===== src/rtl/bin2bcd_dd.sv =====
// Sequential binary-to-BCD converter using shift-and-add-3 (double dabble).
// One conversion step runs per clock. A conversion takes WIDTH steps after
// the start edge. The result is presented as packed BCD digits.
//
// Ports:
//   clk    rising-edge clock
//   rst    synchronous active-high reset; overrides every other input
//   start  conversion request, sampled only while idle
//   bin    unsigned binary operand, captured on the accepting start edge
//   busy   high while a conversion is in progress
//   done   one-cycle pulse when bcd holds a new result
//   bcd    packed BCD result, digit 0 (units) in bcd[3:0]
module bin2bcd_dd #(
  parameter int unsigned WIDTH  = 8,
  parameter int unsigned DIGITS = 3
) (
  input  logic                  clk,
  input  logic                  rst,
  input  logic                  start,
  input  logic [WIDTH-1:0]      bin,
  output logic                  busy,
  output logic                  done,
  output logic [4*DIGITS-1:0]   bcd
);

  localparam int unsigned CntW = (WIDTH > 1) ? $clog2(WIDTH) : 1;
  localparam int unsigned BcdW = 4 * DIGITS;

  typedef enum logic [0:0] {StIdle, StShift} state_e;

  state_e              state_q, state_d;
  logic [WIDTH-1:0]    shift_q, shift_d;
  logic [BcdW-1:0]     scratch_q, scratch_d;
  logic [CntW-1:0]     cnt_q, cnt_d;
  logic [BcdW-1:0]     bcd_q, bcd_d;
  logic                done_q, done_d;

  // Datapath for one double-dabble step.
  logic [BcdW-1:0]       adj;
  logic [BcdW+WIDTH-1:0] stepped;

  always_comb begin
    adj = scratch_q;
    for (int i = 0; i < int'(DIGITS); i++) begin
      if (scratch_q[4*i +: 4] >= 4'd5) begin
        adj[4*i +: 4] = scratch_q[4*i +: 4] + 4'd3;
      end
    end
    // The MSB of the shift register moves into the LSB of the scratch.
    stepped = {adj, shift_q} << 1;
  end

  always_comb begin
    state_d   = state_q;
    shift_d   = shift_q;
    scratch_d = scratch_q;
    cnt_d     = cnt_q;
    bcd_d     = bcd_q;
    done_d    = 1'b0;
    unique case (state_q)
      StIdle: begin
        if (start) begin
          shift_d   = bin;
          scratch_d = '0;
          cnt_d     = '0;
          state_d   = StShift;
        end
      end
      StShift: begin
        shift_d   = stepped[WIDTH-1:0];
        scratch_d = stepped[BcdW+WIDTH-1:WIDTH];
        cnt_d     = cnt_q + 1'b1;
        if (cnt_q == CntW'(WIDTH - 1)) begin
          bcd_d   = stepped[BcdW+WIDTH-1:WIDTH];
          done_d  = 1'b1;
          state_d = StIdle;
        end
      end
      default: state_d = StIdle;
    endcase
  end

  always_ff @(posedge clk) begin
    if (rst) begin
      state_q   <= StIdle;
      shift_q   <= '0;
      scratch_q <= '0;
      cnt_q     <= '0;
      bcd_q     <= '0;
      done_q    <= 1'b0;
    end else begin
      state_q   <= state_d;
      shift_q   <= shift_d;
      scratch_q <= scratch_d;
      cnt_q     <= cnt_d;
      bcd_q     <= bcd_d;
      done_q    <= done_d;
    end
  end

  assign busy = (state_q == StShift);
  assign done = done_q;
  assign bcd  = bcd_q;

endmodule


===== config.mk =====
export PLATFORM = sky130hd
export DESIGN_NAME = bin2bcd_dd
export DESIGN_NICKNAME = d
export VERILOG_FILES = /design/src/rtl/bin2bcd_dd.sv
export SDC_FILE = /design/constraint.sdc
export NUM_CORES = 1
export LEC_CHECK = 0
export BUFFER_PORTS_ARGS = -buffer_cell sky130_fd_sc_hd__buf_4
export CAP_MARGIN = 20
export CORE_ASPECT_RATIO = 0.9
export CORE_MARGIN = 5
export CORE_UTILIZATION = 50
export CTS_CLUSTER_DIAMETER = 80
export DETAILED_ROUTE_END_ITERATION = 6
export PLACE_DENSITY = 0.86
export SYNTH_ARGS = -nofsm -noshare
export SYNTH_HDL_FRONTEND = slang
export SYNTH_SLANG_ARGS = --single-unit

===== constraint.sdc =====
create_clock -name clk -period 1.4 [get_ports clk]
set_input_delay 0 -clock clk [delete_from_list [all_inputs] [get_ports clk]]
set_output_delay 0 -clock clk [all_outputs]
set_load 0.05 [all_outputs]

==> Yosys cells after proc, flatten, opt, wreduce, memory -nomap -nowiden <==
Cells that the tools add are included.
{ "word_totals": {"register_bits": 37, "output_inout_bits": 14, "wordCells": 31} }
{ "op_classes": {"n_addsub": 4, "order_cmp": 3, "n_eq_ne": 2, "n_mux": 13, "bitwise_logic": 1, "n_reduce_logical": 2} }
{ "op_table": {"columns": ["op", "count"], "rows": [
  ["$pmux W12 S2", 1],
  ["$pmux W8 S2", 1],
  ["$ge A4 B3 Y1 const B", 3],
  ["$mux W12", 1],
  ["$add A4 B2 Y4 const B", 2],
  ["$mux W4", 2],
  ["$mux W8", 1],
  ["$mux W3", 2],
  ["$pmux W3 S2", 1],
  ["$add A3 B1 Y3 const B", 1],
  ["$add A3 B2 Y3 const B", 1],
  ["$eq A3 B3 Y1 const B", 1],
  ["$mux W1", 3],
  ["$ne A2 B2 Y1 const B", 1],
  ["$pmux W1 S2", 1],
  ["$reduce_and A2 Y1", 1],
  ["$reduce_or A2 Y1", 1],
  ["$not A1 Y1", 1]
]} }

==> Logic depth before layout (Yosys ltp) <==
Gate-level depths: netlist of the first run.
{ "depth": {"depth_word": 3, "mapped_depth": 7, "mapped_depth_nobuf": 6} }

==> Worst setup path before layout of the first run <==
OpenSTA, ideal clock, no wires.
{ "synth_timing": {"path_kind": "register to register", "from": "register scratch_q[8]", "to": "register bcd_q[10] (netlist: bcd[10])", "t_arrival_ps": 1361, "required_time_ps": 1331, "path_slack_ps": -30, "path_stages_with_launch": 7, "period_less_slack_ps": 1430, "cell_sequence": "dfxtp_1 > inv_1 > ha_1 > nand2b_1 > a21oi_2 > mux2_1 > o21ai_1"} }
{ "synth_via": {"elab_chain_cells": 2} }
{ "synth_lines": {"columns": ["item", "line_no", "source"], "rows": [
  ["start: declaration", "33", "logic [BcdW-1:0] scratch_q, scratch_d;"],
  ["start signal: assignment", "94", "scratch_q <= scratch_d;"],
  ["$ge A4 B3 Y1 or $add A3 B2 Y3 (tied branches)", "45, 46", null],
  ["$mux W3 *", "45", "if (scratch_q[4*i +: 4] >= 4'd5) begin"],
  ["end signal: assignment", "89", "bcd_q <= '0;"],
  ["end signal: assignment", "96", "bcd_q <= bcd_d;"],
  ["end: declaration", "35", "logic [BcdW-1:0] bcd_q, bcd_d;"]
]} }
Every way passes the cells marked *; elsewhere a longest branch is shown, timed or not.
A chain may end at the register's enable or synchronous reset.

==> Final worst setup path of the first run <==
{ "layout_timing": {"from": "register scratch_q[5]", "to": "register scratch_q[6]"} }
{ "layout_via": {"elab_chain_cells": 3} }
{ "layout_lines": {"columns": ["item", "line_no", "source"], "rows": [
  ["$add A4 B2 Y4 or $ge A4 B3 Y1 (tied branches)", "46, 45", null],
  ["$mux W4 *", "45", null],
  ["$pmux W12 S2 *", "60", "unique case (state_q)"]
]} }
Marks and branches as above.

==> results of run 1 <==
registers in the layout, summed over array words and instances, names as in the netlist:
name / count
scratch_q: 12
done: 1
shift_q: 8
busy: 1
cnt_q: 3
bcd: 12
layout by cell type (no fill, tap or decap), types with 4 or more instances in the layout:
master / n
a21oi_1: 18
a22o_1: 5
a32o_1: 4
buf_4: 34
clkbuf_8: 5
dfxtp_1: 29
dfxtp_2: 8
ha_2: 4
inv_2: 5
mux2i_1: 10
nand2_1: 8
nand3_1: 5
nor2_1: 20
nor3_1: 7
nor3b_1: 7
o21ai_1: 11
power by group:
part | switching [mW] | total (mW) | internal (mW) | leakage, nW
clock | 0.352 | 0.705 | 0.353 | 0.0395
sequential | 0.0172 | 1.09 | 1.07 | 0.303
combinational | 0.0891 | 0.160 | 0.0710 | 0.549
total | 0.458 | 1.96 | 1.50 | 0.891
cell type report:
type	count	share of cell area, %
tap	42	2.44
sequential	37	34.9
clock buffer	8	3.73
multi-input combinational	126	43.4
inverter	8	1.63
timing repair buffer	37	13.9
cell families (layout without fill, tap and decap cells):
kind of cell	after synthesis	count (layout)	synth area share [%]
fa+ha+maj	8	8	6.07
mux	13	13	7.97
flops	37	37	45.0
simple gates	55	55	16.5
compound gates	47	47	17.4
xor+xnor	3	3	1.59
buf+inv	18	53	5.54
metrics by stage:
step,TNS (ns),worst slack (ns),hold WS (ns)
floorplan,0,0.00767,0.173
global placement,0,0.00715,0.289
detailed placement,-0.214,-0.0537,0.342
CTS,0,0.0164,0.0151
global route,-0.186,-0.0271,0.0219
finish,0,0.0320,0.0245
worst max-delay path by stage:
stage                   end  slack [ns]         start  cells after the start
6_report       scratch_q[6]        0.03  scratch_q[5]                      6
5_1_grt              bcd[7]       -0.03      cnt_q[0]                      6
4_1_cts        scratch_q[9]        0.02  scratch_q[9]                      7
3_5_place_dp        bcd[10]       -0.05  scratch_q[9]                      6
3_3_place_gp   scratch_q[5]       0.007  scratch_q[5]                      6
2_1_floorplan       bcd[10]       0.008  scratch_q[9]                      6
worst max-delay path: cells and delay by family, from the launching register on:
kind,cells,cell delay (ns)
multiplexers,1,0.17
buffers and inverters,1,0.06
adder cells (fa/ha/maj),1,0.15
AND/OR/NAND/NOR,1,0.13
flip-flops,1,0.36
AO/OA/AOI/OAI,2,0.40
routing by layer:
metal / global-route usage (%) / wire, um
met5: 0 / 0
met4: 7.18 / 65
met3: 5.41 / 195
met2: 27.6 / 1650
met1: 17.3 / 1490
timing repair:
item                                    in CTS  in global routing
hold buffers                                 0                  0
resized for setup                            8                 30
pin swaps                                    2                  8
buffers inserted                             0                  1
endpoints found under the setup margin       7                 19
hold endpoints to repair                     0                  0
==> flow_metrics.env, run 1 <==
export IMPL_ant_nets=0
export IMPL_multi_input_area_sq_um=933
export IMPL_drive_gt1_share_pct=36.1
export IMPL_drt_iter0_markers=46
export IMPL_h_tree_depth=2
export IMPL_critical_path_cell_chain="inv_4, ha_4, nand2b_4, a21o_1, mux2i_2, a32o_1"
export IMPL_rrSetupSlack_ns=0.03
export IMPL_port_buffers=24
export IMPL_wl_um=3400
export IMPL_min_period_ns=1.37
export IMPL_grt_pass1_wl_um=5640
export IMPL_status="finished, final reports clean"
export IMPL_die_w_um=70.5
export IMPL_diodes=0
export IMPL_drtPass1Iterations=4
export IMPL_synth_most_common_cell="dfxtp_1"
export IMPL_grt_util_all_layers_pct=15.8
export IMPL_seq_area_frac_synth_pct=45.0
export IMPL_ys_top_cells_by_area="dfxtp_1, mux2i_1, ha_1"
export IMPL_fillers=251
export IMPL_finalCritPeriodShare_pct=97.7
export IMPL_clk_pin_slew_worst_paths_ns=0.07
export IMPL_postPlaceCellArea_sq_um=1940
export IMPL_worst_pin_slew_ns=0.417
export IMPL_relSlewSlack_pct=72.1
export IMPL_finalSetupViolCount=0
export IMPL_num_io_pins=25
export IMPL_worstHoldEndpoint="shift_q[0]"
export IMPL_layoutNonFillerInstCount=258
export IMPL_synth_cells=181
export IMPL_dieArea_sq_um=4550
export IMPL_cp_start_kind="flip-flop"
export IMPL_hold_violations=0
export IMPL_seqCellArea_sq_um=751
export IMPL_cp_required_ns=1.58
export IMPL_p_total_mw=1.96
export IMPL_grt_max_degree=25
export IMPL_core_rowCount=19
export IMPL_min_path_type="in -> reg"
export IMPL_cp_max_fo=3
export IMPL_worstSetupPathType="reg -> reg"
export IMPL_yosys_cell_types_count=28
export IMPL_synth_edf_count=0
export IMPL_place_congestion=0.797
export IMPL_crit_arrival_ns=1.55
export IMPL_ys_seq_elements=37
export IMPL_hpwl_um=2320
export IMPL_r2r_start="scratch_q[5]"
export IMPL_min_path_cells=3
export IMPL_critPathSlowestCell="dfxtp_2"
export IMPL_drv_slew=0
export IMPL_min_delay_start="bin[0]"
export IMPL_yosys_warnings=0
export IMPL_synth_top_cell_area_share_pct=45.0
export IMPL_first_global_vias=1293
export IMPL_pwr_density_cell_nw_per_um2=910
export IMPL_yosysTopAreaCell="dfxtp_1"
export IMPL_antenna_found_initial=0
export IMPL_cts_root_buf="clkbuf_8"
export IMPL_drc_errors=0
export IMPL_r2r_cells=6
export IMPL_fin_worst_skew_ns=0.00214
export IMPL_wl_per_cell_um=13.2
export IMPL_rsz0062_at_grt="true"
export IMPL_ir_drop_v=0.000781
export IMPL_p_leak_nw=0.891
export IMPL_fmax_mhz=731
export IMPL_clock_latency_ns=0.29
export IMPL_cts_tree="done"
export IMPL_dp_cells=249
export IMPL_synth_fp_nets=200
export IMPL_cts_buffers=5
export IMPL_synth_area_sq_um=1650
export IMPL_viasPerCell=5.29
export IMPL_worst_path_largest_cell_delay_ns=0.36
export IMPL_clock_path_buffers=2
export IMPL_start_util_pct=52.9
export IMPL_fin_util_pct=69.0
export IMPL_syn_area_per_cell_sq_um=9.10
export IMPL_synth_common_cells="dfxtp_1, nor2_1, a21oi_1"
export IMPL_r2r_end="scratch_q[6]"
export IMPL_coreArea_sq_um=3110
export IMPL_synthArstFlopShare_pct=0
export IMPL_fin_nets=234
export IMPL_dieHeight_um=64.5
export IMPL_overflow=0
export IMPL_drv_cap=0
export IMPL_vias=1366
export IMPL_cts_sinks=37
export IMPL_synth_ff_type="dfxtp_1"
export IMPL_finish_instance_area_sq_um=2150
export IMPL_end_kind="flip-flop"
export IMPL_area_growth_pct=30.4
(Power assumes the default switching activity.)
==> run 2: changes to the inputs <==
ABC_AREA = 1   (was not set)
==> run 2 against run 1 <==
Net effect: via count is 13% higher; total power fell by 1.6%; synthesized area is 6.5% higher; clock power fell by 4.0%; non-clock buffer count shrank 8; die area rose by 5.5%; utilization decreased by 8.4 points; routed wire length rose by 1.3%; sequential share of layout area grew 1.3 points; largest cell class unchanged.
==> flow_metrics.env, run 2 <==
export IMPL_grt_max_degree=24
export IMPL_ys_top_cells_by_area="dfxtp_1, nand2_1, nand3_1"
export IMPL_syn_area_per_cell_sq_um=7.53
export IMPL_first_global_vias=1456
export IMPL_fin_worst_skew_ns=0.00649
export IMPL_pwr_density_cell_nw_per_um2=939
export IMPL_route_met3_wl_um=241
export IMPL_start_util_pct=52.0
export IMPL_synth_ff_type="dfxtp_1"
export IMPL_yosysTopAreaCell="dfxtp_1"
export IMPL_wl_per_cell_um=11.4
export IMPL_finalSetupViolCount=0
export IMPL_place_congestion=0.847
export IMPL_synth_fp_nets=252
export IMPL_dieArea_sq_um=4800
export IMPL_diodes=0
export IMPL_viasPerCell=5.09
export IMPL_min_path_type="in -> reg"
export IMPL_vias=1538
export IMPL_crit_arrival_ns=1.48
export IMPL_worstSetupPathType="reg -> reg"
export IMPL_core_rowCount=20
export IMPL_synth_common_cells="nand2_1, dfxtp_1, nand3_1"
export IMPL_mostFrequentLayoutCells="nand2_1, dfxtp_1, nand3_1"
export IMPL_ys_seq_elements=37
export IMPL_top_layer="met4"
export IMPL_worst_pin_slew_ns=0.334
export IMPL_overflow=0
export IMPL_final_common_cell="nand2_1"
export IMPL_clock_latency_ns=0.29
export IMPL_port_buffers=24
export IMPL_seqCellArea_sq_um=742
export IMPL_synth_cells=233
export IMPL_finish_instance_area_sq_um=2050
export IMPL_yosys_cell_types_count=24
export IMPL_ir_drop_v=0.000505
export IMPL_synth_edf_count=0
export IMPL_wl_um=3450
export IMPL_end_kind="flip-flop"
export IMPL_ant_nets=0
export IMPL_cts_tree="done"
export IMPL_wl_met1_um=1580
export IMPL_synth_area_sq_um=1760
export IMPL_status="finished, final reports clean"
export IMPL_cts_buffers=5
export IMPL_seq_area_frac_synth_pct=42.2
export IMPL_drv_slew=0
export IMPL_cts_root_buf="clkbuf_8"
export IMPL_p_total_mw=1.92
export IMPL_grt_pass1_wl_um=6000
export IMPL_drtPass1Iterations=4
export IMPL_cp_start_kind="flip-flop"
export IMPL_p_leak_nw=1.00
export IMPL_grt_util_all_layers_pct=16.2
export IMPL_multi_input_area_sq_um=837
export IMPL_synth_most_common_cell="nand2_1"
export IMPL_whs_ns=0.0125
export IMPL_relSlewSlack_pct=77.7
export IMPL_finalCritPeriodShare_pct=91.9
export IMPL_cts_sinks=37
export IMPL_hold_violations=0
export IMPL_die_w_um=72.5
export IMPL_clock_path_buffers=2
export IMPL_hpwl_um=2390
export IMPL_num_io_pins=25
export IMPL_synthArstFlopShare_pct=0
export IMPL_fin_nets=278
export IMPL_min_period_ns=1.29
export IMPL_clk_pin_slew_worst_paths_ns=0.07
export IMPL_wl_met2_um=1570
export IMPL_antenna_found_initial=0
export IMPL_dieHeight_um=66.2
export IMPL_drc_errors=0
export IMPL_synth_top_cell_area_share_pct=42.2
export IMPL_yosys_warnings=0
export IMPL_cp_required_ns=1.59
export IMPL_h_tree_depth=2
export IMPL_coreArea_sq_um=3380
export IMPL_drive_gt1_share_pct=18.6
export IMPL_fmax_mhz=777
export IMPL_cp_max_fo=4
export IMPL_fillers=334
export IMPL_drt_iter0_markers=119
export IMPL_area_growth_pct=16.7
export IMPL_postPlaceCellArea_sq_um=1950
export IMPL_drv_cap=0
## run 2: cell types whose count changed after synthesis, moves of 12 or more
| cell | previous run | this run |
|---|---|---|
| nand2_1 | 8 | 75 |
| nand3_1 | 5 | 31 |
| inv_1 | 6 | 25 |
| nor2_1 | 20 | 2 |
| o21ai_1 | 13 | 0 |
| mux2i_1 | 12 | 0 |
## run 2: final timing paths
check / startpoint / to / slack (ns) / cells past startpoint
setup / recovery: scratch_q[1] / bcd[3] / 0.11 / 6
hold / removal: bin[4] / shift_q[4] / 0.01 / 5
setup reg to reg: scratch_q[1] / bcd[3] / 0.11 / 6
hold reg to reg: bcd[4] / bcd[4] / 0.45 / 2
## run 2: per-stage QoR
step                setup slack [ns]  std cells  utilization, %  setup TNS (ns)
global route                -0.00312        302            60.6        -0.00312
global placement               0.148        295            57.7               0
floorplan                     0.0132        233               -               0
detailed placement             0.101        295            57.7               0
finish                         0.113        302            60.6               0
CTS                           0.0802        302            60.2               0
## run 2: worst max-delay path, cell delays in order (launching register included)
cell and delay (ns):
dfxtp_1 0.36, inv_1 0.10, ha_1 0.19, inv_1 0.08, nand2_1 0.11, a21boi_2 0.19, a22o_1 0.17
## run 2: area by class of cell
type | instances | share of cell area [%]
multi-input combinational | 158 | 40.9
sequential | 37 | 36.2
timing repair buffer | 29 | 11.4
inverter | 28 | 5.25
clock buffer | 5 | 3.36
tap | 44 | 2.69
clock inverter | 1 | 0.244
## run 2: repair_timing
| action | CTS | global route |
|---|---|---|
| endpoints found under the hold margin | 1 | 0 |
| setup buffers | 0 | 0 |
| hold buffers | 1 | 0 |
| gates resized for setup | 0 | 6 |
| endpoints found under the setup margin | 0 | 8 |
## run 2: cell families after synthesis
logic type	count (synthesis)	synth area share, %
AO/OA/AOI/OAI	31	10.6
adder cells (fa/ha/maj)	8	5.70
buffers and inverters	38	10.9
flip-flops	37	42.2
AND/OR/NAND/NOR	119	30.6
## run 2: metal layers
metal	global-route usage, %	vias up
met5	0	-
met4	8.76	0
met3	6.23	7
met2	25.6	42
met1	19.0	687
li1	-	802
## run 2: where the power goes
part / switching [mW] / total, mW / leakage (nW) / internal, mW
clock: 0.350 / 0.677 / 0.0399 / 0.327
combinational: 0.0953 / 0.160 / 0.661 / 0.0649
sequential: 0.0138 / 1.09 / 0.300 / 1.07
